<file path="config.mk">
export PLATFORM = sky130hd
export DESIGN_NAME = multi_phase_light_controller_flat
export DESIGN_NICKNAME = d
export VERILOG_FILES = /design/src/rtl/multi_phase_light_controller_if.sv /design/src/rtl/multi_phase_light_controller.sv /design/src/flat_wrapper.sv
export SDC_FILE = /design/constraint.sdc
export NUM_CORES = 1
export LEC_CHECK = 0
export CAP_MARGIN = 25
export CORE_UTILIZATION = 45
export CTS_CLUSTER_DIAMETER = 150
export CTS_CLUSTER_SIZE = 14
export DETAILED_ROUTE_END_ITERATION = 10
export GPL_TIMING_DRIVEN = 1
export PLACE_DENSITY = 0.65
export SETUP_SLACK_MARGIN = 0.2
export SYNTH_ARGS = -nofsm -noshare
export SYNTH_HDL_FRONTEND = slang
export SYNTH_SLANG_ARGS = --single-unit
</file>
<file path="constraint.sdc">
create_clock -name clock -period 4.7 [get_ports clock]
set_input_delay 1.175 -clock clock [delete_from_list [all_inputs] [get_ports clock]]
set_output_delay 1.175 -clock clock [all_outputs]
set_load 0.03 [all_outputs]
</file>
<file path="src/rtl/multi_phase_light_controller_if.sv">
// Sensor, pedestrian, reprogramming and lamp signals of the multi-phase light controller.
// The master side drives requests and configuration; the slave side drives the lamps.
interface multi_phase_light_controller_if #(
    parameter int NUM_PHASES = 4,
    parameter int TIME_W     = 4
);
    localparam int PH_W = $clog2(NUM_PHASES);

    logic [NUM_PHASES-1:0] sensor;
    logic                  walk_request;
    logic                  reprogram;
    logic [1:0]            time_param_selector;
    logic [TIME_W-1:0]     time_value;
    logic [NUM_PHASES-1:0] red;
    logic [NUM_PHASES-1:0] yellow;
    logic [NUM_PHASES-1:0] green;
    logic                  walk;
    logic [PH_W-1:0]       active_phase;
    logic [1:0]            state;
    logic                  expired;

    modport master (
        output sensor, walk_request, reprogram, time_param_selector, time_value,
        input  red, yellow, green, walk, active_phase, state, expired
    );

    modport slave (
        input  sensor, walk_request, reprogram, time_param_selector, time_value,
        output red, yellow, green, walk, active_phase, state, expired
    );
endinterface

</file>
<file path="src/rtl/multi_phase_light_controller.sv">
// Round-robin traffic-light sequencer: green then yellow per phase, one sensor-driven
// green extension, a latched pedestrian walk interval, and run-time interval registers.
module multi_phase_light_controller #(
    parameter int NUM_PHASES = 4,
    parameter int TIME_W     = 4,
    parameter int TICK_DIV   = 50000000,
    parameter int DEF_GREEN  = 6,
    parameter int DEF_YELLOW = 2,
    parameter int DEF_WALK   = 3,
    parameter int DEF_EXT    = 3
) (
    input logic                           clock,
    input logic                           reset,
    multi_phase_light_controller_if.slave bus
);
    // state    | meaning
    // S_GREEN  | active_phase green, all other phases red
    // S_YELLOW | active_phase yellow, all other phases red
    // S_WALK   | all phases red, walk lamp lit
    localparam int PH_W  = $clog2(NUM_PHASES);
    localparam int PRE_W = $clog2(TICK_DIV);
    localparam logic [PRE_W-1:0]  PRE_LAST  = PRE_W'(TICK_DIV - 1);
    localparam logic [TIME_W-1:0] ONE       = TIME_W'(1);
    localparam logic [TIME_W-1:0] TIMER_RST = (DEF_GREEN == 0) ? ONE : TIME_W'(DEF_GREEN);

    typedef enum logic [1:0] {
        S_GREEN  = 2'd0,
        S_YELLOW = 2'd1,
        S_WALK   = 2'd2
    } state_t;

    state_t                state_q, state_d;
    logic [PH_W-1:0]       phase_q, phase_d, phase_nxt;
    logic [PRE_W-1:0]      presc_q, presc_d;
    logic [TIME_W-1:0]     timer_q, timer_d;
    logic                  ext_q, ext_d;
    logic                  pend_q, pend_d;
    logic                  expired_q, expired_d;
    logic [TIME_W-1:0]     t_green_q, t_green_d, t_yellow_q, t_yellow_d;
    logic [TIME_W-1:0]     t_walk_q, t_walk_d, t_ext_q, t_ext_d;
    logic [NUM_PHASES-1:0] red_q, red_d, yellow_q, yellow_d, green_q, green_d;
    logic                  walk_q, walk_d;
    logic                  tick, expire;

    // A programmed interval of zero still lasts one second.
    function automatic logic [TIME_W-1:0] load_val(input logic [TIME_W-1:0] v);
        return (v == '0) ? ONE : v;
    endfunction

    assign phase_nxt = (phase_q == PH_W'(NUM_PHASES - 1)) ? '0 : phase_q + PH_W'(1);

    always_comb begin
        t_green_d  = t_green_q;
        t_yellow_d = t_yellow_q;
        t_walk_d   = t_walk_q;
        t_ext_d    = t_ext_q;
        if (bus.reprogram) begin
            case (bus.time_param_selector)
                2'd0:    t_green_d  = bus.time_value;
                2'd1:    t_yellow_d = bus.time_value;
                2'd2:    t_walk_d   = bus.time_value;
                default: t_ext_d    = bus.time_value;
            endcase
        end
    end

    always_comb begin
        state_d = state_q;
        phase_d = phase_q;
        ext_d   = ext_q;
        pend_d  = pend_q;
        tick    = (presc_q == PRE_LAST);
        expire  = tick && (timer_q == ONE);
        presc_d = tick ? '0 : presc_q + PRE_W'(1);
        timer_d = tick ? timer_q - ONE : timer_q;

        // Every reload below uses the interval registers as they stood before this edge.
        if (expire) begin
            presc_d = '0;
            case (state_q)
                S_GREEN: begin
                    if (bus.sensor[phase_q] && !ext_q) begin
                        ext_d   = 1'b1;
                        timer_d = load_val(t_ext_q);
                    end else begin
                        state_d = S_YELLOW;
                        timer_d = load_val(t_yellow_q);
                    end
                end
                S_YELLOW: begin
                    if (pend_q) begin
                        state_d = S_WALK;
                        pend_d  = 1'b0;
                        timer_d = load_val(t_walk_q);
                    end else begin
                        state_d = S_GREEN;
                        phase_d = phase_nxt;
                        ext_d   = 1'b0;
                        timer_d = load_val(t_green_q);
                    end
                end
                default: begin
                    state_d = S_GREEN;
                    phase_d = phase_nxt;
                    ext_d   = 1'b0;
                    timer_d = load_val(t_green_q);
                end
            endcase
        end

        if (bus.walk_request) pend_d = 1'b1;

        green_d  = '0;
        yellow_d = '0;
        if (state_d == S_GREEN)  green_d[phase_d]  = 1'b1;
        if (state_d == S_YELLOW) yellow_d[phase_d] = 1'b1;
        red_d     = ~(green_d | yellow_d);
        walk_d    = (state_d == S_WALK);
        // Registered look-ahead so expired is high during the final cycle of an interval.
        expired_d = (presc_d == PRE_LAST) && (timer_d == ONE);
    end

    always_ff @(posedge clock or posedge reset) begin
        if (reset) begin
            state_q    <= S_GREEN;
            phase_q    <= '0;
            presc_q    <= '0;
            timer_q    <= TIMER_RST;
            ext_q      <= 1'b0;
            pend_q     <= 1'b0;
            expired_q  <= 1'b0;
            t_green_q  <= TIME_W'(DEF_GREEN);
            t_yellow_q <= TIME_W'(DEF_YELLOW);
            t_walk_q   <= TIME_W'(DEF_WALK);
            t_ext_q    <= TIME_W'(DEF_EXT);
            green_q    <= NUM_PHASES'(1);
            yellow_q   <= '0;
            red_q      <= ~NUM_PHASES'(1);
            walk_q     <= 1'b0;
        end else begin
            state_q    <= state_d;
            phase_q    <= phase_d;
            presc_q    <= presc_d;
            timer_q    <= timer_d;
            ext_q      <= ext_d;
            pend_q     <= pend_d;
            expired_q  <= expired_d;
            t_green_q  <= t_green_d;
            t_yellow_q <= t_yellow_d;
            t_walk_q   <= t_walk_d;
            t_ext_q    <= t_ext_d;
            green_q    <= green_d;
            yellow_q   <= yellow_d;
            red_q      <= red_d;
            walk_q     <= walk_d;
        end
    end

    assign bus.red          = red_q;
    assign bus.yellow       = yellow_q;
    assign bus.green        = green_q;
    assign bus.walk         = walk_q;
    assign bus.active_phase = phase_q;
    assign bus.state        = state_q;
    assign bus.expired      = expired_q;
endmodule
</file>
<file path="src/flat_wrapper.sv">
// flat-port wrapper written by rule: the top's interface ports become plain ports
module multi_phase_light_controller_flat 
#(
    parameter int NUM_PHASES = 4,
    parameter int TIME_W     = 4,
    parameter int TICK_DIV   = 50000000,
    parameter int DEF_GREEN  = 6,
    parameter int DEF_YELLOW = 2,
    parameter int DEF_WALK   = 3,
    parameter int DEF_EXT    = 3
)
  (clock, reset, bus_sensor, bus_walk_request, bus_reprogram, bus_time_param_selector, bus_time_value, bus_red, bus_yellow, bus_green, bus_walk, bus_active_phase, bus_state, bus_expired);
  multi_phase_light_controller_if #(.NUM_PHASES(NUM_PHASES), .TIME_W(TIME_W)) bus_i ();
  input logic clock;
  input logic reset;
  input wire logic [$bits(bus_i.sensor)-1:0] bus_sensor;
  input wire logic [$bits(bus_i.walk_request)-1:0] bus_walk_request;
  input wire logic [$bits(bus_i.reprogram)-1:0] bus_reprogram;
  input wire logic [$bits(bus_i.time_param_selector)-1:0] bus_time_param_selector;
  input wire logic [$bits(bus_i.time_value)-1:0] bus_time_value;
  output wire logic [$bits(bus_i.red)-1:0] bus_red;
  output wire logic [$bits(bus_i.yellow)-1:0] bus_yellow;
  output wire logic [$bits(bus_i.green)-1:0] bus_green;
  output wire logic [$bits(bus_i.walk)-1:0] bus_walk;
  output wire logic [$bits(bus_i.active_phase)-1:0] bus_active_phase;
  output wire logic [$bits(bus_i.state)-1:0] bus_state;
  output wire logic [$bits(bus_i.expired)-1:0] bus_expired;
  assign bus_i.sensor = bus_sensor;
  assign bus_i.walk_request = bus_walk_request;
  assign bus_i.reprogram = bus_reprogram;
  assign bus_i.time_param_selector = bus_time_param_selector;
  assign bus_i.time_value = bus_time_value;
  assign bus_red = bus_i.red;
  assign bus_yellow = bus_i.yellow;
  assign bus_green = bus_i.green;
  assign bus_walk = bus_i.walk;
  assign bus_active_phase = bus_i.active_phase;
  assign bus_state = bus_i.state;
  assign bus_expired = bus_i.expired;
  multi_phase_light_controller #(.NUM_PHASES(NUM_PHASES), .TIME_W(TIME_W), .TICK_DIV(TICK_DIV), .DEF_GREEN(DEF_GREEN), .DEF_YELLOW(DEF_YELLOW), .DEF_WALK(DEF_WALK), .DEF_EXT(DEF_EXT)) u_core (.clock(clock), .reset(reset), .bus(bus_i));
endmodule
</file>
==> out/results.txt <==
Status: completed
Num CTS Buffers: 9
Site row count: 31
Hold Crit Class: flip-flop to flip-flop
Synth Area in Simple Gates: 0.250
Crit path max-delay family: simple AND/OR/NAND/NOR gates
Fmax: 290 MHz
# hold bufs at CTS: 0
DRC: 0
Reg clk slew, reported paths: 0.07 ns
Area fraction in compound gates after synthesis: 0.0766
Placed inst area: 0.00381 sq mm
Post-CTS Setup Inserts: 0
Peak supply drop: 0.195 mV
# setup viols final: 0
Starting Density: 0.468
Initial drt markers: 106
Final setup skew: 0.00808 ns
Ys Warns: 0
Die Span Y: 89.1 um
Largest family of logic cells by synthesized area: simple AND/OR/NAND/NOR gates
Min cycle time layout: 3.45 ns
Skew-Pair Late Insertion Delay: 0.35 ns
CP Capture Type: flip-flop
Mux cell area share after synthesis: 0.0744
Max Slew Vio Count: 0
Tcrit/Tclk final: 0.735
Total GRT Usage: 0.198
Design Power: 1.18 mW
Final Cell Area: 0.00402 sq mm
Static Leak: 1.66 nW
Clock root buffer: clkbuf_8
CP Class: primary input to flip-flop
Ys async rst share: 1.00
ANT cells: 0
Top Ports: 32
Post-Syn Nets: 354
Vias/cell: 5.39
Post-layout net count: 386
Initial antenna violation count: 0
Final hold violation count: 0
Post-synthesis adder-cell area fraction: 0.0147
Vias: 2,543
PD cells: 294 mW/mm^2
Buf/Inv on CP: 1
GPL Wtd Cong: 0.828
Synth Instances: 336
Worst EP arrival: 3.70 ns
Clock Path Buffers: 2
RSZ-0062 raised after global routing: no
Crit path required time: 4.95 ns
CP max stage cell: or4_1
Wirelength, routed: 6910 um
TritonCTS clock tree: yes
Antenna viol nets, final: 0
CP max FO: 6
Layout area overhead: 17.7%
Port bufs: 31
CTS sink cnt: 66
CP Launch Type: primary input
Sum Neg Setup Slack: 0 ns
EDFF count, synth: 0
Global-route wire length before repair: 11,800 um
Initial DRT Pass Iterations: 4
H-tree depth: 3
CP Cell Sequence: clkdlybuf4s50_1 > mux4_2 > nand2b_1 > mux2i_1 > o221ai_1 > a31o_2 > or4_1 > nor4b_2
Gr ovfl total: 0
Core ar.: 0.00729 sq mm
Post-CTS sizing: 0
Ys flop type: dfrtp_1
Sequential fraction of the synthesis area: 0.489
MaxCap Viol Count: 0
Synth cell types: 54
Register bit total from synthesis: 66
Post-synthesis cell area: 0.00341 sq mm
Mapped Avg Cell Area: 10.2 sq um
Largest net degree at the start of global routing: 30
Worst-Margin Slew: 0.662 ns
Max incr delay on CP: 0.53 ns
Vias in the first global route: 2,428
Die span in x: 89.1 um
Layout cells sized above 1: 0.164
Avg WL per Cell: 14.6 um
Die Area: 0.00793 sq mm
Post-synthesis xor/xnor area fraction: 0.0616
Detail Placement HPWL: 5110 um
Max transition margin: 0.556
-- Yosys cell counts (4+ instances only) --
library cell | number | area share
ha_1 | 4 | 0.015
nand4_1 | 8 | 0.015
mux2i_1 | 4 | 0.012
inv_1 | 14 | 0.015
clkbuf_1 | 8 | 0.0088
nand2_1 | 28 | 0.031
dfrtp_1 | 53 | 0.39
nand3b_1 | 4 | 0.0088
o21ai_0 | 12 | 0.018
mux2_2 | 17 | 0.056
nand3_1 | 15 | 0.022
dfstp_2 | 13 | 0.10
or4_1 | 6 | 0.013
a211oi_1 | 4 | 0.0088
or3_1 | 4 | 0.0073
and3_1 | 4 | 0.0073
xor2_1 | 9 | 0.023
xnor2_1 | 15 | 0.039
a21oi_1 | 8 | 0.012
nor3_1 | 12 | 0.018
nor3b_1 | 6 | 0.013
nor2_1 | 41 | 0.045
-- state kept, by name, indices dropped and copies added, names as in the netlist --
register                 cells
u_core.presc_q              26
u_core.bus.green             4
u_core.bus.red               4
u_core.bus.yellow            4
u_core.t_ext_q               4
u_core.t_green_q             4
u_core.t_walk_q              4
u_core.t_yellow_q            4
u_core.timer_q               4
u_core.bus.active_phase      2
u_core.bus.state             2
u_core.bus.expired           1
u_core.bus.walk              1
u_core.ext_q                 1
u_core.pend_q                1
-- final cells by class --
| class | instances | area, sq um |
|---|---|---|
| Clock buffer | 10 | 138 |
| Clock inverter | 6 | 65.1 |
| Fill cell | 673 | 3270 |
| Inverter | 14 | 52.6 |
| Multi-Input combinational cell | 242 | 1630 |
| Sequential cell | 66 | 1670 |
| Tap cell | 99 | 124 |
| Timing Repair Buffer | 35 | 340 |
-- through the flow --
stage / util / setup slack (ns) / instances / hold slack [ns]
2_1_floorplan: - / 1.36 / 336 / 0.463
3_3_place_gp: 0.523 / 0.955 / 456 / 0.485
3_5_place_dp: 0.523 / 0.888 / 456 / 0.504
4_1_cts: 0.551 / 1.25 / 472 / 0.518
5_1_grt: 0.551 / 1.12 / 472 / 0.558
6_report: 0.551 / 1.25 / 472 / 0.512
-- final timing paths --
check                                             from                               to  depth (start not counted)  slack (ns)
max                                      bus_sensor[3]     u_core.bus.expired$_DFF_PP0_                          8        1.25
min                           u_core.ext_q$_DFFE_PP0P_         u_core.ext_q$_DFFE_PP0P_                          2        0.51
max reg2reg                u_core.presc_q[9]$_DFF_PP0_     u_core.bus.expired$_DFF_PP0_                          7        1.39
min reg2reg                   u_core.ext_q$_DFFE_PP0P_         u_core.ext_q$_DFFE_PP0P_                          2        0.51
max in group asynchronous                        reset  u_core.t_green_q[2]$_DFFE_PP1P_                          3        2.94
min in group asynchronous                        reset     u_core.presc_q[20]$_DFF_PP0_                          2        1.08
-- placed cells by master, fill, tap and decap left out, types with 4 or more instances in the layout --
| cell type | count |
|---|---|
| dfrtp_1 | 53 |
| nor2_1 | 41 |
| clkdlybuf4s50_1 | 31 |
| nand2_1 | 28 |
| mux2_2 | 17 |
| nand3_1 | 15 |
| xnor2_1 | 15 |
| inv_1 | 13 |
| dfstp_2 | 13 |
| o21ai_0 | 12 |
| nor3_1 | 12 |
| clkbuf_8 | 10 |
| xor2_1 | 9 |
| nand4_1 | 8 |
| a21oi_1 | 8 |
| nor3b_1 | 6 |
| or4_1 | 6 |
| nand3b_1 | 4 |
| and3_1 | 4 |
| mux2i_1 | 4 |
| or3_1 | 4 |
| a211oi_1 | 4 |
| ha_1 | 4 |
| buf_4 | 4 |
-- power breakdown --
part / internal, mW / total [mW] / switching (mW)
clock network: 0.260 / 0.482 / 0.222
registers: 0.603 / 0.625 / 0.0220
logic: 0.0419 / 0.0752 / 0.0333
total: 0.905 / 1.18 / 0.277
-- worst reg2reg max path, cell delays in order, from the launching register on --
cell,delay (ns)
dfrtp_1,0.51
nand4_4,0.19
nor4_4,0.60
xnor2_1,0.17
or4_1,0.54
or4_1,0.48
or4_1,0.49
nor4b_2,0.25
-- metal layers --
layer	track usage	wire [um]	part of all wire
met3	0.0388	266	0.038
met1	0.285	3490	0.50
met2	0.292	3030	0.44
met5	0	0	0
met4	0.0866	125	0.018
-- cells by family after synthesis --
family	after synthesis
mux	22
simple gates	151
xor+xnor	24
fa+ha+maj	4
compound gates	41
flops	66
buf+inv	28
Note: power is estimated with default switching activity, not from simulation.
